===== src/rtl/ir_err_calc.sv =====
// IR line-error calculator: weighted multiply-accumulate over one
// snapshot of eight IR readings, then scale, saturate and track line loss.
module ir_err_calc #(
  parameter int SHIFT     = 4,
  parameter int LOST_RNDS = 3
) (
  input  logic        clk,
  input  logic        rst,
  input  logic        IR_vld,
  input  logic        line_present,
  input  logic [11:0] IR_R0,
  input  logic [11:0] IR_R1,
  input  logic [11:0] IR_R2,
  input  logic [11:0] IR_R3,
  input  logic [11:0] IR_L0,
  input  logic [11:0] IR_L1,
  input  logic [11:0] IR_L2,
  input  logic [11:0] IR_L3,
  output logic [11:0] err,
  output logic        err_vld,
  output logic        line_lost,
  output logic        overrun
);

  typedef enum logic [1:0] {
    IDLE,
    ACC,
    DONE
  } state_t;

  localparam logic [3:0] LOST_MAX = 4'(LOST_RNDS);
  localparam logic signed [17:0] ERR_MAX = 18'sd2047;
  localparam logic signed [17:0] ERR_MIN = -18'sd2048;

  state_t state;
  state_t state_nxt;

  logic [11:0] snap_r [4];
  logic [11:0] snap_l [4];
  logic        snap_lp;

  logic signed [17:0] acc;
  logic [2:0]         idx;
  logic [3:0]         lost_cnt;

  logic take;
  logic acc_en;
  logic finish;
  logic busy_hit;

  logic [11:0]        sel;
  logic signed [17:0] mag;
  logic signed [17:0] scaled;
  logic [11:0]        err_sat;
  logic [3:0]         lost_nxt;

  // state register
  always_ff @(posedge clk or posedge rst) begin
    if (rst) begin
      state <= IDLE;
    end else begin
      state <= state_nxt;
    end
  end

  // next-state logic
  always_comb begin
    state_nxt = state;
    unique case (state)
      IDLE: if (IR_vld) state_nxt = ACC;
      ACC:  if (idx == 3'd7) state_nxt = DONE;
      DONE: state_nxt = IDLE;
      default: state_nxt = IDLE;
    endcase
  end

  // control decode
  always_comb begin
    take     = 1'b0;
    acc_en   = 1'b0;
    finish   = 1'b0;
    busy_hit = 1'b0;
    unique case (1'b1)
      (state == IDLE): take = IR_vld;
      (state == ACC): begin
        acc_en   = 1'b1;
        busy_hit = IR_vld;
      end
      (state == DONE): begin
        finish   = 1'b1;
        busy_hit = IR_vld;
      end
      default: ;
    endcase
  end

  // snapshot is written only on an accepted request
  always_ff @(posedge clk or posedge rst) begin
    if (rst) begin
      for (int k = 0; k < 4; k++) begin
        snap_r[k] <= '0;
        snap_l[k] <= '0;
      end
      snap_lp <= 1'b0;
    end else if (take) begin
      snap_r[0] <= IR_R0;
      snap_r[1] <= IR_R1;
      snap_r[2] <= IR_R2;
      snap_r[3] <= IR_R3;
      snap_l[0] <= IR_L0;
      snap_l[1] <= IR_L1;
      snap_l[2] <= IR_L2;
      snap_l[3] <= IR_L3;
      snap_lp   <= line_present;
    end
  end

  // idx[2] picks the side, idx[1:0] is both sensor and shift
  always_comb begin
    sel = idx[2] ? snap_l[idx[1:0]] : snap_r[idx[1:0]];
    mag = $signed({6'b0, sel} << idx[1:0]);
  end

  always_ff @(posedge clk or posedge rst) begin
    if (rst) begin
      acc <= '0;
      idx <= '0;
    end else if (take) begin
      acc <= '0;
      idx <= '0;
    end else if (acc_en) begin
      acc <= idx[2] ? acc - mag : acc + mag;
      idx <= idx + 3'd1;
    end
  end

  always_comb begin
    scaled = acc >>> SHIFT;
    if (scaled > ERR_MAX) begin
      err_sat = 12'h7FF;
    end else if (scaled < ERR_MIN) begin
      err_sat = 12'h800;
    end else begin
      err_sat = scaled[11:0];
    end
  end

  always_comb begin
    if (snap_lp) begin
      lost_nxt = '0;
    end else if (lost_cnt == LOST_MAX) begin
      lost_nxt = LOST_MAX;
    end else begin
      lost_nxt = lost_cnt + 4'd1;
    end
  end

  always_ff @(posedge clk or posedge rst) begin
    if (rst) begin
      err       <= '0;
      err_vld   <= 1'b0;
      line_lost <= 1'b0;
      lost_cnt  <= '0;
    end else begin
      err_vld <= finish;
      if (finish) begin
        if (snap_lp) err <= err_sat;
        lost_cnt  <= lost_nxt;
        line_lost <= (lost_nxt == LOST_MAX);
      end
    end
  end

  always_ff @(posedge clk or posedge rst) begin
    if (rst) begin
      overrun <= 1'b0;
    end else if (busy_hit) begin
      overrun <= 1'b1;
    end
  end

endmodule

===== config.mk =====
export PLATFORM = sky130hd
export DESIGN_NAME = ir_err_calc
export DESIGN_NICKNAME = d
export VERILOG_FILES = /design/src/rtl/ir_err_calc.sv
export SDC_FILE = /design/constraint.sdc
export NUM_CORES = 1
export LEC_CHECK = 0
export CORE_MARGIN = 8
export CORE_UTILIZATION = 59
export CTS_BUF_LIST = sky130_fd_sc_hd__clkbuf_8 sky130_fd_sc_hd__clkbuf_16
export DETAILED_ROUTE_END_ITERATION = 8
export GPL_TIMING_DRIVEN = 0
export HOLD_SLACK_MARGIN = 0.05
export PLACE_DENSITY = 0.95
export SYNTH_ARGS = -nofsm -noshare
export SYNTH_HDL_FRONTEND = slang
export SYNTH_SLANG_ARGS = --single-unit

===== constraint.sdc =====
create_clock -name clk -period 12.7 [get_ports clk]
set_input_delay 3.81 -clock clk [delete_from_list [all_inputs] [get_ports clk]]
set_output_delay 3.81 -clock clk [all_outputs]
set_load 0.005 [all_outputs]

==> flow_summary.json <==
{
  "fp.dieArea_um2": 16850,
  "combPwrFrac": 0.576,
  "die_x_um": 129.8,
  "hold_class": "reg -> reg",
  "skew_ns": 0.008671,
  "end_kind": "register",
  "synth_fp_nets": 992,
  "p_int_mw": 1.650,
  "rsz0062_at_grt": "no",
  "period_share": 0.4741,
  "synth_ff_type": "dfrtp_1",
  "maxCapViolations": 0,
  "htree_levels": 4,
  "grt_max_degree": 82,
  "clk_path_buf_depth": 2,
  "crit_type": "in -> reg",
  "drv_slew": 0,
  "syn_inst": 866,
  "drcViolationCount": 0,
  "seq_power_share": 0.264,
  "rows": 41,
  "cts_setup_buffers": 0,
  "async_reset_ff_frac": 1.000,
  "holdWs_ns": 0.4663,
  "hpwl_um": 15760,
  "num-nets-final": 1126,
  "switching_share": 0.4552,
  "clkTransAtPathRegs_ns": 0.06,
  "drive_above_1_share": 0.06811,
  "arrival_ns": 6.39,
  "power_density_nw_per_um2": 315.5,
  "avgSynthCellArea_um2": 8.822,
  "grt_pass1_wl_um": 38800,
  "fin_setup_tns_ns": 0,
  "cp.required_ns": 13.07,
  "antenna_found_initial": 0,
  "synth-edff-count": 0,
  "port_buffers": 114,
  "p_switching_mw": 1.378,
  "timing.fmax_ghz": 0.1661,
  "cp-startpoint": "IR_vld",
  "cts_buffers": 17,
  "die_height_um": 129.8,
  "synth_top_cell_by_area": "dfrtp_1",
  "diodes": 0,
  "layout_commonest_cell": "nand2_1",
  "cts_tree": "yes",
  "overflow": 0,
  "clock-root-buffer": "clkbuf_16",
  "final_cell_mix": "nand2_1, dfrtp_1, clkdlybuf4s50_1, nor2_1, o21ai_0",
  "yosys-top-cells-area": "dfrtp_1, nand2_1, ha_1",
  "worst_slew_pin_slew_ns": 0.7666,
  "ys_types": 55,
  "leakage_nw": 4.531,
  "layout.cell_area.non_filler_um2": 9598,
  "status": "finished clean",
  "ir_worst_vdd_mv": 0.1787,
  "post_drt_wl_per_cell_um": 20.26,
  "netlist_area_um2": 7640,
  "antenna_left": 0,
  "firstDrtPassIters": 6,
  "yosysWarnings": 0,
  "num-fill-cells": 802,
  "core_area_um2": 12620,
  "final_util": 0.7606,
  "track_usage": 0.3006,
  "pin_count": 115,
  "relSlewSlack": 0.4889,
  "dr.first_iter.drc_count": 881,
  "r2r-end": "acc[17]",
  "cts_num_sinks": 139,
  "crit_path_end": "snap_r[18]",
  "fin_crit_ns": 6.021,
  "vias": 7358,
  "gp_congestion": 0.8992,
  "path_max_fanout": 10,
  "clock_insertion_delay_worst_skew_ns": 0.43,
  "cts_hold_buf": 0,
  "hold_viol": 0,
  "r2r_start": "idx[2]",
  "initial_core_util": 0.6054,
  "rr_worst_depth": 25,
  "synth_seq_cells": 139,
  "finalSetupViolations": 0,
  "cts_resized": 0,
  "syn_to_final_growth_pct": 25.63,
  "synth_top_area_share": 0.4553,
  "ys_seq_area_frac": 0.4553,
  "grt_pass1_vias": 7626,
  "vias_per_cell": 6.209,
  "p_clk_frac": 0.160,
  "wl_um": 24010,
  "place_area_um2": 9029,
  "rrSetupSlack_ns": 7.05,
  "critPathLaunchType": "input port"
}
[how the worst min path moves through the flow]
stage               slack, ns         end  depth (start not counted)       start
finish                   0.47     overrun                          1     overrun
global route             0.49     overrun                          1     overrun
CTS                      0.47     overrun                          1     overrun
detailed placement       0.45     overrun                          1     overrun
global placement         0.44     overrun                          1     overrun
floorplan                0.44  snap_l[21]                          2  snap_l[21]
[routing by layer]
metal  track usage  share of wire  routed length, um
met3       0.08976           0.11               2659
met5             0              0                  0
met1        0.3359           0.35               8473
met4        0.1940          0.056               1339
met2        0.4953           0.48              11540
[critical path: stages]
cell and delay (ns):
clkdlybuf4s50_1 0.53, and2_1 0.14, clkbuf_1 0.44, clkbuf_1 0.62, clkbuf_1 0.57, nand2_1 0.19
nand2_1 0.09
[cell usage after synthesis (all sizes together) (3+ instances only)]
master / number
o22ai: 7
nor2b: 6
mux2: 12
and3: 3
a21o: 5
xnor2: 11
a22oi: 4
o211ai: 4
and2: 5
nor3: 12
ha: 25
o21ai: 41
nor2: 50
xor2: 10
o21a: 5
mux4: 18
inv: 19
nand2: 335
or3: 4
dfrtp: 139
mux2i: 24
nand2b: 6
clkbuf: 33
o31ai: 6
a31oi: 4
buf: 12
a211oi: 9
a21oi: 26
nand3: 8
[logic make-up (layout without fill, tap and decap cells)]
| family | count (synthesis) | after routing | share of synthesized area |
|---|---|---|---|
| simple gates | 439 | 439 | 0.2331 |
| mux | 54 | 54 | 0.1078 |
| fa+ha+maj | 26 | 26 | 0.04356 |
| flops | 139 | 139 | 0.4553 |
| buf+inv | 65 | 212 | 0.03636 |
| compound gates | 122 | 122 | 0.09990 |
| xor+xnor | 21 | 21 | 0.02407 |
[registers in the layout, indices dropped and copies added (netlist names)]
name,flops
acc,18
err,12
err_vld,1
idx,3
line_lost,1
lost_cnt,4
overrun,1
snap_l,48
snap_lp,1
snap_r,48
state,2
[power groups by stage]
| stage | sequential, mW | clock (mW) | combinational [mW] |
|---|---|---|---|
| 5_1_grt | 0.812 | 0.503 | 1.91 |
| 6_report | 0.799 | 0.485 | 1.74 |
| 2_1_floorplan | 0.740 | 0 | 1.26 |
| 3_5_place_dp | 0.781 | 0 | 1.64 |
| 4_1_cts | 0.787 | 0.482 | 1.70 |
| 3_3_place_gp | 0.768 | 0 | 1.57 |
[layout make-up]
| cell class | count | area [um2] | area share |
|---|---|---|---|
| buffer | 45 | 202.7 | 0.02112 |
| clock buffer | 19 | 452.9 | 0.04719 |
| clock inverter | 13 | 116.4 | 0.01212 |
| inverter | 20 | 80.08 | 0.008343 |
| multi-input combinational | 662 | 3884 | 0.4046 |
| sequential | 139 | 3478 | 0.3624 |
| tap | 172 | 215.2 | 0.02242 |
| timing repair buffer | 115 | 1169 | 0.1218 |
[stage by stage]
stage / instances / total power [mW] / setup WS (ns)
5_1_grt: 1185 / 3.222 / 6.541
3_3_place_gp: 1152 / 2.335 / 3.391
6_report: 1185 / 3.028 / 6.679
2_1_floorplan: 866 / 2.003 / 5.165
4_1_cts: 1185 / 2.968 / 6.712
3_5_place_dp: 1153 / 2.421 / 6.346
(Power assumes the default switching activity.)
